`config.mk`:
```
export PLATFORM = sky130hd
export DESIGN_NAME = bf16_mul_arbiter
export DESIGN_NICKNAME = d
export VERILOG_FILES = /design/src/rtl/bf16_mul_pkg.sv /design/src/rtl/rr_arbiter.sv /design/src/rtl/bf16_mul_arbiter.sv
export SDC_FILE = /design/constraint.sdc
export NUM_CORES = 1
export LEC_CHECK = 0
export ABC_AREA = 1
export CAP_MARGIN = 30
export CORE_MARGIN = 8
export CORE_UTILIZATION = 40
export CTS_CLUSTER_DIAMETER = 40
export DETAILED_ROUTE_END_ITERATION = 12
export GPL_ROUTABILITY_DRIVEN = 0
export GPL_TIMING_DRIVEN = 0
export HOLD_SLACK_MARGIN = 0.05
export PLACE_DENSITY = 0.86
export RECOVER_POWER = 100
export SYNTH_ARGS = -nofsm -noshare
export SYNTH_HDL_FRONTEND = slang
export SYNTH_SLANG_ARGS = --single-unit
```
`constraint.sdc`:
```
create_clock -name clk -period 9 [get_ports clk]
set_clock_uncertainty 0.1 [all_clocks]
set_input_delay 2.7 -clock clk [delete_from_list [all_inputs] [get_ports clk]]
set_output_delay 2.7 -clock clk [all_outputs]
set_load 0.02 [all_outputs]
```
`src/rtl/bf16_mul_pkg.sv`:
```
// Shared types and constants for the BF16 multiplier arbiter.
package bf16_mul_pkg;
    localparam int N_REQ_MAX = 8;
    localparam int ID_W      = $clog2(N_REQ_MAX);
    localparam int BF16_W    = 16;

    typedef struct packed {
        logic            vld;
        logic [ID_W-1:0] id;
    } tag_t;

    function automatic logic [ID_W-1:0] onehot_to_id(input logic [N_REQ_MAX-1:0] oh);
        logic [ID_W-1:0] id;
        id = '0;
        for (int i = 0; i < N_REQ_MAX; i++)
            if (oh[i]) id = id | ID_W'(i);
        return id;
    endfunction
endpackage

```
`src/rtl/rr_arbiter.sv`:
```
// One-hot grant from a request vector; round robin by default, lowest index
// wins when BF16_MUL_ARB_FIXED_PRIO_EN is defined (pointer removed).
module rr_arbiter #(
    parameter int N = 4
) (
    input  logic         clk,
    input  logic         rst,
    input  logic [N-1:0] req,
    output logic [N-1:0] gnt
);
`ifdef BF16_MUL_ARB_FIXED_PRIO_EN
    logic unused_clk_rst;
    assign unused_clk_rst = clk ^ rst;

    // isolate the lowest set bit
    assign gnt = req & (~req + N'(1));
`else
    localparam int PW = $clog2(N);

    logic [PW-1:0] ptr, ptr_nxt, idx;
    logic [PW:0]   sum;

    // scan from the far end down so the request closest to ptr wins last
    always_comb begin
        gnt     = '0;
        ptr_nxt = ptr;
        sum     = '0;
        idx     = '0;
        for (int k = N - 1; k >= 0; k--) begin
            sum = {1'b0, ptr} + (PW+1)'(k);
            if (sum >= (PW+1)'(N)) sum = sum - (PW+1)'(N);
            idx = sum[PW-1:0];
            if (req[idx]) begin
                gnt     = N'(1) << idx;
                ptr_nxt = (idx == PW'(N - 1)) ? '0 : idx + 1'b1;
            end
        end
    end

    always_ff @(posedge clk) begin
        if (rst)       ptr <= '0;
        else if (|gnt) ptr <= ptr_nxt;
    end
`endif
endmodule

```
`src/rtl/bf16_mul_arbiter.sv`:
```
// Shares one pipelined BF16 multiplier among N_REQ requesters with ID-tag
// steering of products. Arbitration policy set by BF16_MUL_ARB_FIXED_PRIO_EN.
module bf16_mul_arbiter
    import bf16_mul_pkg::*;
#(
    parameter int N_REQ   = 4,
    parameter int MUL_LAT = 3
) (
    input  logic                    clk,
    input  logic                    rst,
    input  logic [N_REQ-1:0]        req_valid,
    input  logic [32*N_REQ-1:0]     req_data,
    output logic [N_REQ-1:0]        req_ready,
    output logic [N_REQ-1:0]        res_valid,
    output logic [BF16_W*N_REQ-1:0] res_data,
    input  logic [N_REQ-1:0]        res_ready,
    output logic [2*BF16_W-1:0]     mul_in,
    output logic                    mul_stb,
    input  logic [BF16_W-1:0]       mul_z,
    input  logic                    mul_z_stb,
    output logic                    err_mismatch
);
    localparam int QW = $clog2(MUL_LAT) + 1;

    logic [N_REQ-1:0]             inflight, elig, gnt;
    logic [N_REQ-1:0][BF16_W-1:0] res_q;
    logic [2*BF16_W-1:0]          iss_data;
    logic [ID_W-1:0]              iss_id;
    logic [QW-1:0]                quiet_cnt;
    tag_t                         tag_pipe [MUL_LAT:0];
    tag_t                         cap;

    assign elig      = req_valid & ~(inflight | res_valid);
    assign req_ready = rst ? '0 : gnt;
    assign iss_id    = onehot_to_id(N_REQ_MAX'(req_ready));
    assign cap       = tag_pipe[MUL_LAT];
    assign res_data  = res_q;

    rr_arbiter #(.N(N_REQ)) u_arb (
        .clk (clk),
        .rst (rst),
        .req (elig),
        .gnt (gnt)
    );

    always_comb begin
        iss_data = '0;
        for (int i = 0; i < N_REQ; i++)
            if (req_ready[i]) iss_data = req_data[32*i +: 32];
    end

    always_ff @(posedge clk) begin
        if (rst) begin
            mul_stb <= 1'b0;
            mul_in  <= '0;
            for (int s = 0; s <= MUL_LAT; s++) tag_pipe[s] <= '0;
        end else begin
            mul_stb     <= |req_ready;
            if (|req_ready) mul_in <= iss_data;
            tag_pipe[0] <= '{vld: |req_ready, id: iss_id};
            for (int s = 1; s <= MUL_LAT; s++) tag_pipe[s] <= tag_pipe[s-1];
        end
    end

    // busy keeps capture and release of the same slot in different cycles
    always_ff @(posedge clk) begin
        if (rst) begin
            inflight  <= '0;
            res_valid <= '0;
            res_q     <= '0;
        end else begin
            for (int i = 0; i < N_REQ; i++) begin
                if (cap.vld && cap.id == ID_W'(i)) begin
                    assert (!(res_valid[i] && res_ready[i]));
                    res_q[i]     <= mul_z;
                    res_valid[i] <= 1'b1;
                    inflight[i]  <= 1'b0;
                end else if (res_valid[i] && res_ready[i]) begin
                    res_valid[i] <= 1'b0;
                end
                if (req_ready[i]) inflight[i] <= 1'b1;
            end
        end
    end

    // strobes from operations dropped by reset drain out during the quiet window
    always_ff @(posedge clk) begin
        if (rst) begin
            err_mismatch <= 1'b0;
            quiet_cnt    <= QW'(MUL_LAT - 1);
        end else if (quiet_cnt != '0) begin
            quiet_cnt <= quiet_cnt - 1'b1;
        end else if (mul_z_stb != tag_pipe[MUL_LAT-1].vld) begin
            err_mismatch <= 1'b1;
        end
    end
endmodule

```
==> metrics.md, run 1 <==
| Metric | Value |
|---|---|
| Status | `complete, no violations` |
| Met1 WL | `9.97 mm` |
| RSZ-0062 raised after global routing | `false` |
| Sequential-to-total area share from yosys stat | `36.6%` |
| Routed wl met3 | `1.94 mm` |
| # DRC | `0` |
| Top sig layer | `met5` |
| Max-cap violations | `0` |
| Static leakage | `0.00525 µW` |
| Peak VDD IR | `0.210 mV` |
| Synthesized area | `6680 µm²` |
| Tightest Pin Transition | `1.00 ns` |
| CP required | `6.20 ns` |
| Antenna Nets Post-Route | `0` |
| Via count | `7992` |
| Top cells by area, synth | `dfxtp_1 37%, nor2_1 15%, nand2_1 10%` |
| Arrival @ worst endpoint | `5.57 ns` |
| GR Overflow Total | `0` |
| Internal cell power | `1830 µW` |
| Worst path cell trace | `dlygate4sd3_1 -> nand3_1 -> nand3_1 -> nand2_1 -> buf_4 -> o21ai_1 -> inv_1 -> nand2_1 -> nand2_1 -> nand2_2 -> buf_4 -> clkbuf_1 -> inv_1 -> clkdlybuf4s50_1` |
| Setup crit end kind | `output pin` |
| Synth Instances | `1080` |
| Post-layout nets | `1522` |
| DR vias/cell | `5.02` |
| CP dominant cell by count | `nand2_1` |
| CP Buf/Inv Count | `7` |
| Final hold viol count | `0` |
| Syn_area_per_cell | `6.19 µm²` |
| Synth cell count leaders | `271 x nor2_1, 181 x nand2_1, 173 x inv_1, 122 x dfxtp_1, 68 x o21ai_0` |
| Tmin final | `8.37 ns` |
| Die area | `21100 µm²` |
| Fraction of final layout cells sized beyond drive strength 1 | `5.40%` |
| Share of the synthesized area in the top cell type | `36.6%` |
| Clock slew at reported path FFs | `0.06 ns` |
| HP Class | `reg2reg` |
| Post-synth EDFFs | `0` |
| Setup Viol. Count Final | `0` |
| Fin Setup TNS | `0 ns` |
| Switching share of power | `47.1%` |
| Area delta synth->final | `51.6%` |
| Crit path max-delay family | `buffers and inverters` |
| Setup WS post-layout | `0.625 ns` |
| Post_cts resized | `0` |
| CTS tree | `done` |
| Global-route wire length before repair | `39.6 mm` |
| Ys Warns | `0` |
| CTS Buffer Depth | `2` |
| Met2 routed WL | `12.3 mm` |
| Slew Viols, Final | `0` |
| Ports | `261` |
| Clock root buffer | `clkbuf_16` |
| Worst slack, placed | `0.927 ns` |
| Wirelength per Cell | `16.0 µm` |
| Net Switching | `1630 µW` |
| Total track usage | `23.3%` |
| Crit-path max cell delay | `0.59 ns` |
| Die width | `145 µm` |
| Seq pwr share | `21.1%` |
| # H-tree levels | `4` |
| Slowest CP cell | `clkdlybuf4s50_1` |
| Die Y | `145 µm` |
| Total clock sinks | `122` |
| FF+latch count, synth | `122` |
| Syn_nets | `1244` |
| DP Wirelength | `19.4 mm` |
| Postcts setup bufs | `0` |
| Num CTS Buffers | `17` |
| Core Area | `16500 µm²` |
| Highest clock rate | `0.119 GHz` |
| Number of global-route vias before repair | `7330` |
| PortBufs | `259` |
| First-pass DRT Iterations | `5` |
| Most used DFF post-synth | `dfxtp_1` |
| Yosys top cell by area | `dfxtp_1` |
| Routed wire length | `25.5 mm` |
| Starting Density | `40.6%` |
| Async SR Flop Fraction | `0%` |
| Hold Buf Count CTS | `0` |
| Clock network fraction of design power | `21.7%` |
| Initial antenna violation count | `2` |
| WS Path Type | `in2out` |
| Pin count of the biggest net entering global routing | `17` |
| Worst-Skew Late Latency | `0.41 ns` |
| Startpoint types | `primary input` |
| Pwr Density | `342 nW/µm²` |
| DRC marker count from the first detailed-route iteration | `635` |
| Count of cell types in the netlist | `30` |
| Most frequent cell after synthesis | `nor2_1` |
| # rows | `47` |
| Comb pwr share | `57.2%` |
| Max_slew headroom | `32.6%` |
| Final worst path period share | `93.1%` |
| Crit path max fanout | `10` |
[per-stage QoR]
| stage | power (µW) | utilization [%] | cells | hold WS, ns | area, µm² |
|---|---|---|---|---|---|
| detailed placement | 2790 | 58.0 | 1559 | 0.294 | 9550 |
| CTS | 3560 | 61.9 | 1591 | 0.304 | 10200 |
| finish | 3470 | 61.5 | 1592 | 0.296 | 10100 |
| floorplan | 2150 | - | 1080 | 0.288 | 6680 |
| global route | 3730 | 61.5 | 1592 | 0.316 | 10100 |
| global placement | 2740 | 58.0 | 1559 | 0.291 | 9550 |
[power by group through the flow]
stage,Clock (µW),Sequential [µW],Combinational [µW]
2_1_floorplan,0,838,1310
3_3_place_gp,0,739,2000
3_5_place_dp,0,744,2040
4_1_cts,758,734,2060
5_1_grt,784,746,2200
6_report,752,731,1980
[worst paths after layout]
check | slack, ns | cells after the start | startpoint | end
hold / removal | 0.30 | 2 | tag_pipe[0][8] | tag_pipe[0][12]
setup reg to reg | 4.81 | 16 | u_arb.ptr[0] | mul_in[23]
setup / recovery | 0.63 | 14 | req_valid[2] | req_ready[3]
hold reg to reg | 0.30 | 2 | tag_pipe[0][8] | tag_pipe[0][12]
[routing by layer]
metal	track usage, %	up-vias
met5	0	-
met4	11.7	2
met3	6.22	79
met2	39.2	397
met1	26.8	3618
li1	-	3896
[area by class of cell]
cell class,instances,area [µm²]
Antenna cell,1,2.50
Buffer,62,279
Clock buffer,18,429
Clock inverter,14,208
Fill cell,1474,6340
Inverter,185,696
Multi-Input combinational cell,711,3200
Sequential cell,122,2440
Tap cell,220,275
Timing Repair Buffer,259,2590
[flip-flops by register name (all words and copies together) (netlist names)]
register      count
inflight          4
mul_in           32
res_valid         4
quiet_cnt         3
res_data         64
tag_pipe         12
err_mismatch      1
u_arb.ptr         2
[layout by cell type (no fill, tap or decap), drive strengths merged]
cell,netlist,final
a21oi,38,38
a31oi,1,1
buf,35,27
bufinv,0,4
clkbuf,27,53
clkdlybuf4s50,0,153
clkinv,5,8
clkinvlp,0,2
dfxtp,122,122
diode,0,1
dlygate4sd3,0,106
ha,9,9
inv,180,185
nand2,188,188
nand3,66,66
nand4,56,56
nor2,272,272
nor3,3,3
nor4,1,1
o211ai,2,2
o21a,1,1
o21ai,70,70
or2,1,1
xnor2,2,2
xor2,1,1
[cell families (layout without fill, tap and decap cells)]
| logic type | after synthesis | count (layout) | synth area share [%] |
|---|---|---|---|
| AO/OA/AOI/OAI | 112 | 112 | 8.52 |
| XOR/XNOR | 3 | 3 | 0.393 |
| adder cells (fa/ha/maj) | 9 | 9 | 1.69 |
| buffers and inverters | 247 | 538 | 15.1 |
| flip-flops | 122 | 122 | 36.6 |
| other | 0 | 1 | 0 |
| AND/OR/NAND/NOR | 587 | 587 | 37.7 |
[worst register-to-register path, stage by stage (launching register included)]
cell and delay [ns]:
dfxtp_1 0.57, inv_2 0.20, ha_1 0.42, inv_1 0.12
nand3_1 0.08, nand2_1 0.11, buf_4 0.18, o21ai_0 0.11
inv_2 0.06, nand2_1 0.17, nand3_1 0.24, nand2_1 0.10
nor2_1 0.61, clkinvlp_2 0.41, clkbuf_1 0.34, nor2_1 0.18
a21oi_1 0.07
No activity file was read; power rests on OpenSTA's default activity.
==> inputs of run 2 (changes only) <==
Settings changed: CORE_MARGIN 8 to 3.
==> run 2 against run 1 <==
  * Clock-buffer cell count grew 3
  * Cell area shrank 0.77%
  * Critical path type unchanged
  * Hold slack is essentially flat
  * Non-clock buffer count is the same
  * Core utilization grew 0.86 points
  * Sequential cell count is the same
  * Combinational power is essentially flat
  * First-iteration DRC count shrank 1.7%
  * Routed wire length shrank 5.5%
  * Largest power group unchanged
  * Sequential share of layout area grew 0.19 points
==> metrics.md, run 2 (synthesis gave the netlist of run 1 again) <==
| Metric | Value |
|---|---|
| Post_cts resized | `0 (unchanged)` |
| Tightest Pin Transition | `0.916 ns (-0.0869 ns)` |
| DP Wirelength | `18.2 mm (-5.9%)` |
| Initial antenna violation count | `1 (-1)` |
| Die width | `135 µm (-6.9%)` |
| Worst Setup SP | `req_valid[3]` |
| Wirelength per Cell | `15.2 µm (-5.3%)` |
| Slew Viols, Final | `0 (unchanged)` |
| GR Overflow Total | `0 (unchanged)` |
| Max-cap violations | `0 (unchanged)` |
| # H-tree levels | `4 (unchanged)` |
| Total clock sinks | `122 (unchanged)` |
| Antenna Nets Post-Route | `0 (unchanged)` |
| First-pass DRT Iterations | `5 (unchanged)` |
| Setup crit end kind | `output pin` |
| CP required | `6.20 ns (about the same)` |
| Final Instance Area | `10000 µm² (-0.77%)` |
| Worst-Skew Late Latency | `0.42 ns (about the same)` |
| CP dominant cell by count | `nand2_1` |
| WS Path Type | `in2out` |
| Postcts setup bufs | `0 (unchanged)` |
| Fin Setup TNS | `0 ns (unchanged)` |
| Hold Buf Count CTS | `0 (unchanged)` |
| Max_slew headroom | `38.4% (+5.8 points)` |
| CTS Buffer Depth | `2 (unchanged)` |
| Worst r2r src | `u_arb.ptr[0]` |
| Area delta synth->final | `50.4%` |
| Crit-path max cell delay | `0.69 ns (+0.10 ns)` |
| Startpoint types | `primary input` |
| Pwr Density | `335 nW/µm² (-2.2%)` |
| Commonest cells after routing, fill and taps aside | `272 x nor2_1, 182 x nand2_1, 173 x inv_1` |
| DRC marker count from the first detailed-route iteration | `624 (-1.7%)` |
| Die area | `18300 µm² (-13%)` |
| Pin count of the biggest net entering global routing | `17 (unchanged)` |
| PortBufs | `259 (unchanged)` |
| Area after DPL | `9540 µm² (about the same)` |
| Number of global-route vias before repair | `7306 (-0.33%)` |
| Start point of the worst hold path | `tag_pipe[0][9]` |
| Final hold viol count | `0 (unchanged)` |
| Fraction of final layout cells sized beyond drive strength 1 | `5.40% (unchanged)` |
| Arrival @ worst endpoint | `5.60 ns (+0.03 ns)` |
| Most common cell after layout, fill and taps aside | `nor2_1` |
| Crit path max fanout | `10 (unchanged)` |
| Tmin final | `8.40 ns (+0.0290 ns)` |
| Starting Density | `41.5% (+0.88 points)` |
| Peak VDD IR | `0.175 mV (-17%)` |
| # rows | `46 (-2.1%)` |
| Ports | `261 (unchanged)` |
| HP Class | `reg2reg` |
| Power consumption | `3360 µW (-3.0%)` |
| Clock slew at reported path FFs | `0.06 ns (about the same)` |
| CTS tree | `done` |
| Die Y | `135 µm (-6.9%)` |
| Via count | `7884 (-1.4%)` |
| Highest clock rate | `0.119 GHz (-0.35%)` |
| Slowest CP cell | `dlygate4sd3_1` |
| Fin cells | `1588 (-0.25%)` |
| Crit path max-delay family | `buffers and inverters` |
| Core Area | `16100 µm² (-2.1%)` |
| RSZ-0062 raised after global routing | `false` |
| DR vias/cell | `4.96 (-1.1%)` |
| Global-route wire length before repair | `37.0 mm (-6.6%)` |
| Fin Hold WS | `0.296 ns (+0.000327 ns)` |
| Num CTS Buffers | `17 (unchanged)` |
| Final worst path period share | `93.4% (+0.32 points)` |
| Routed wire length | `24.1 mm (-5.5%)` |
| Total track usage | `25.5% (+2.2 points)` |
| Setup Viol. Count Final | `0 (unchanged)` |
| # DRC | `0 (unchanged)` |
| Worst path cell trace | `dlygate4sd3_1 -> nand3_1 -> nand3_1 -> nand2_1 -> inv_1 -> nand2_1 -> nand2_1 -> nand2_2 -> buf_4 -> clkbuf_1 -> inv_1 -> dlygate4sd3_1` |
| Post-layout nets | `1522 (unchanged)` |
| DP Cell Count | `1555 (-0.26%)` |
| Static leakage | `0.00522 µW (-0.56%)` |
| Clock root buffer | `clkbuf_16` |
| CP Buf/Inv Count | `6 (-1)` |
| Status | `complete, no violations` |
| Largest register FFs | `64 (unchanged)` |
-- run 2: changes by cell type in the layout (fill, tap and decap cells not counted), sizes merged --
cell / previous run / this run
clkbuf: 53 / 56
dlygate4sd3: 106 / 107
clkinvlp: 2 / 1
inv: 185 / 187
clkdlybuf4s50: 153 / 152
bufinv: 4 / 0
-- run 2: where the power goes --
part	total, µW	switching, µW	leakage (µW)	internal [µW]
Combinational	1980	1280	0.00394	692
Clock	656	279	0.000278	377
Sequential	732	60.5	0.00100	672
Total	3360	1620	0.00522	1740
-- run 2: stage by stage --
stage               setup WS, ns  util, %
floorplan                   2.29        -
global placement           0.983     59.2
detailed placement         0.958     59.2
CTS                        0.937     62.7
global route               0.357     62.4
finish                     0.596     62.4
-- run 2: tightest hold or removal path: stages, from the launching register on --
cell and delay (ns):
dfxtp_1 0.29, inv_1 0.04, nor2_1 0.03
-- run 2: worst paths after layout --
kind,endpoint,slack (ns),depth (start not counted)
worst max-delay path,req_ready[3],0.60,12
worst min-delay path,tag_pipe[0][13],0.30,2
worst max register to register,mul_in[8],4.99,16
worst min register to register,tag_pipe[0][13],0.30,2
-- run 2: cell type report --
cell class | instances | area [µm²]
Inverter | 185 | 696
Sequential cell | 122 | 2440
Fill cell | 1425 | 6070
Timing Repair Buffer | 259 | 2590
Multi-Input combinational cell | 711 | 3210
Clock buffer | 21 | 460
Tap cell | 216 | 270
Buffer | 62 | 279
Clock inverter | 11 | 101
Antenna cell | 1 | 2.50
-- run 2: routing by layer --
layer  global-route usage [%]  part of all wire (%)
met2                     43.2                    48
met4                     11.5                   4.4
met1                     30.6                    40
met5                        0                     0
met3                     6.43                   7.4
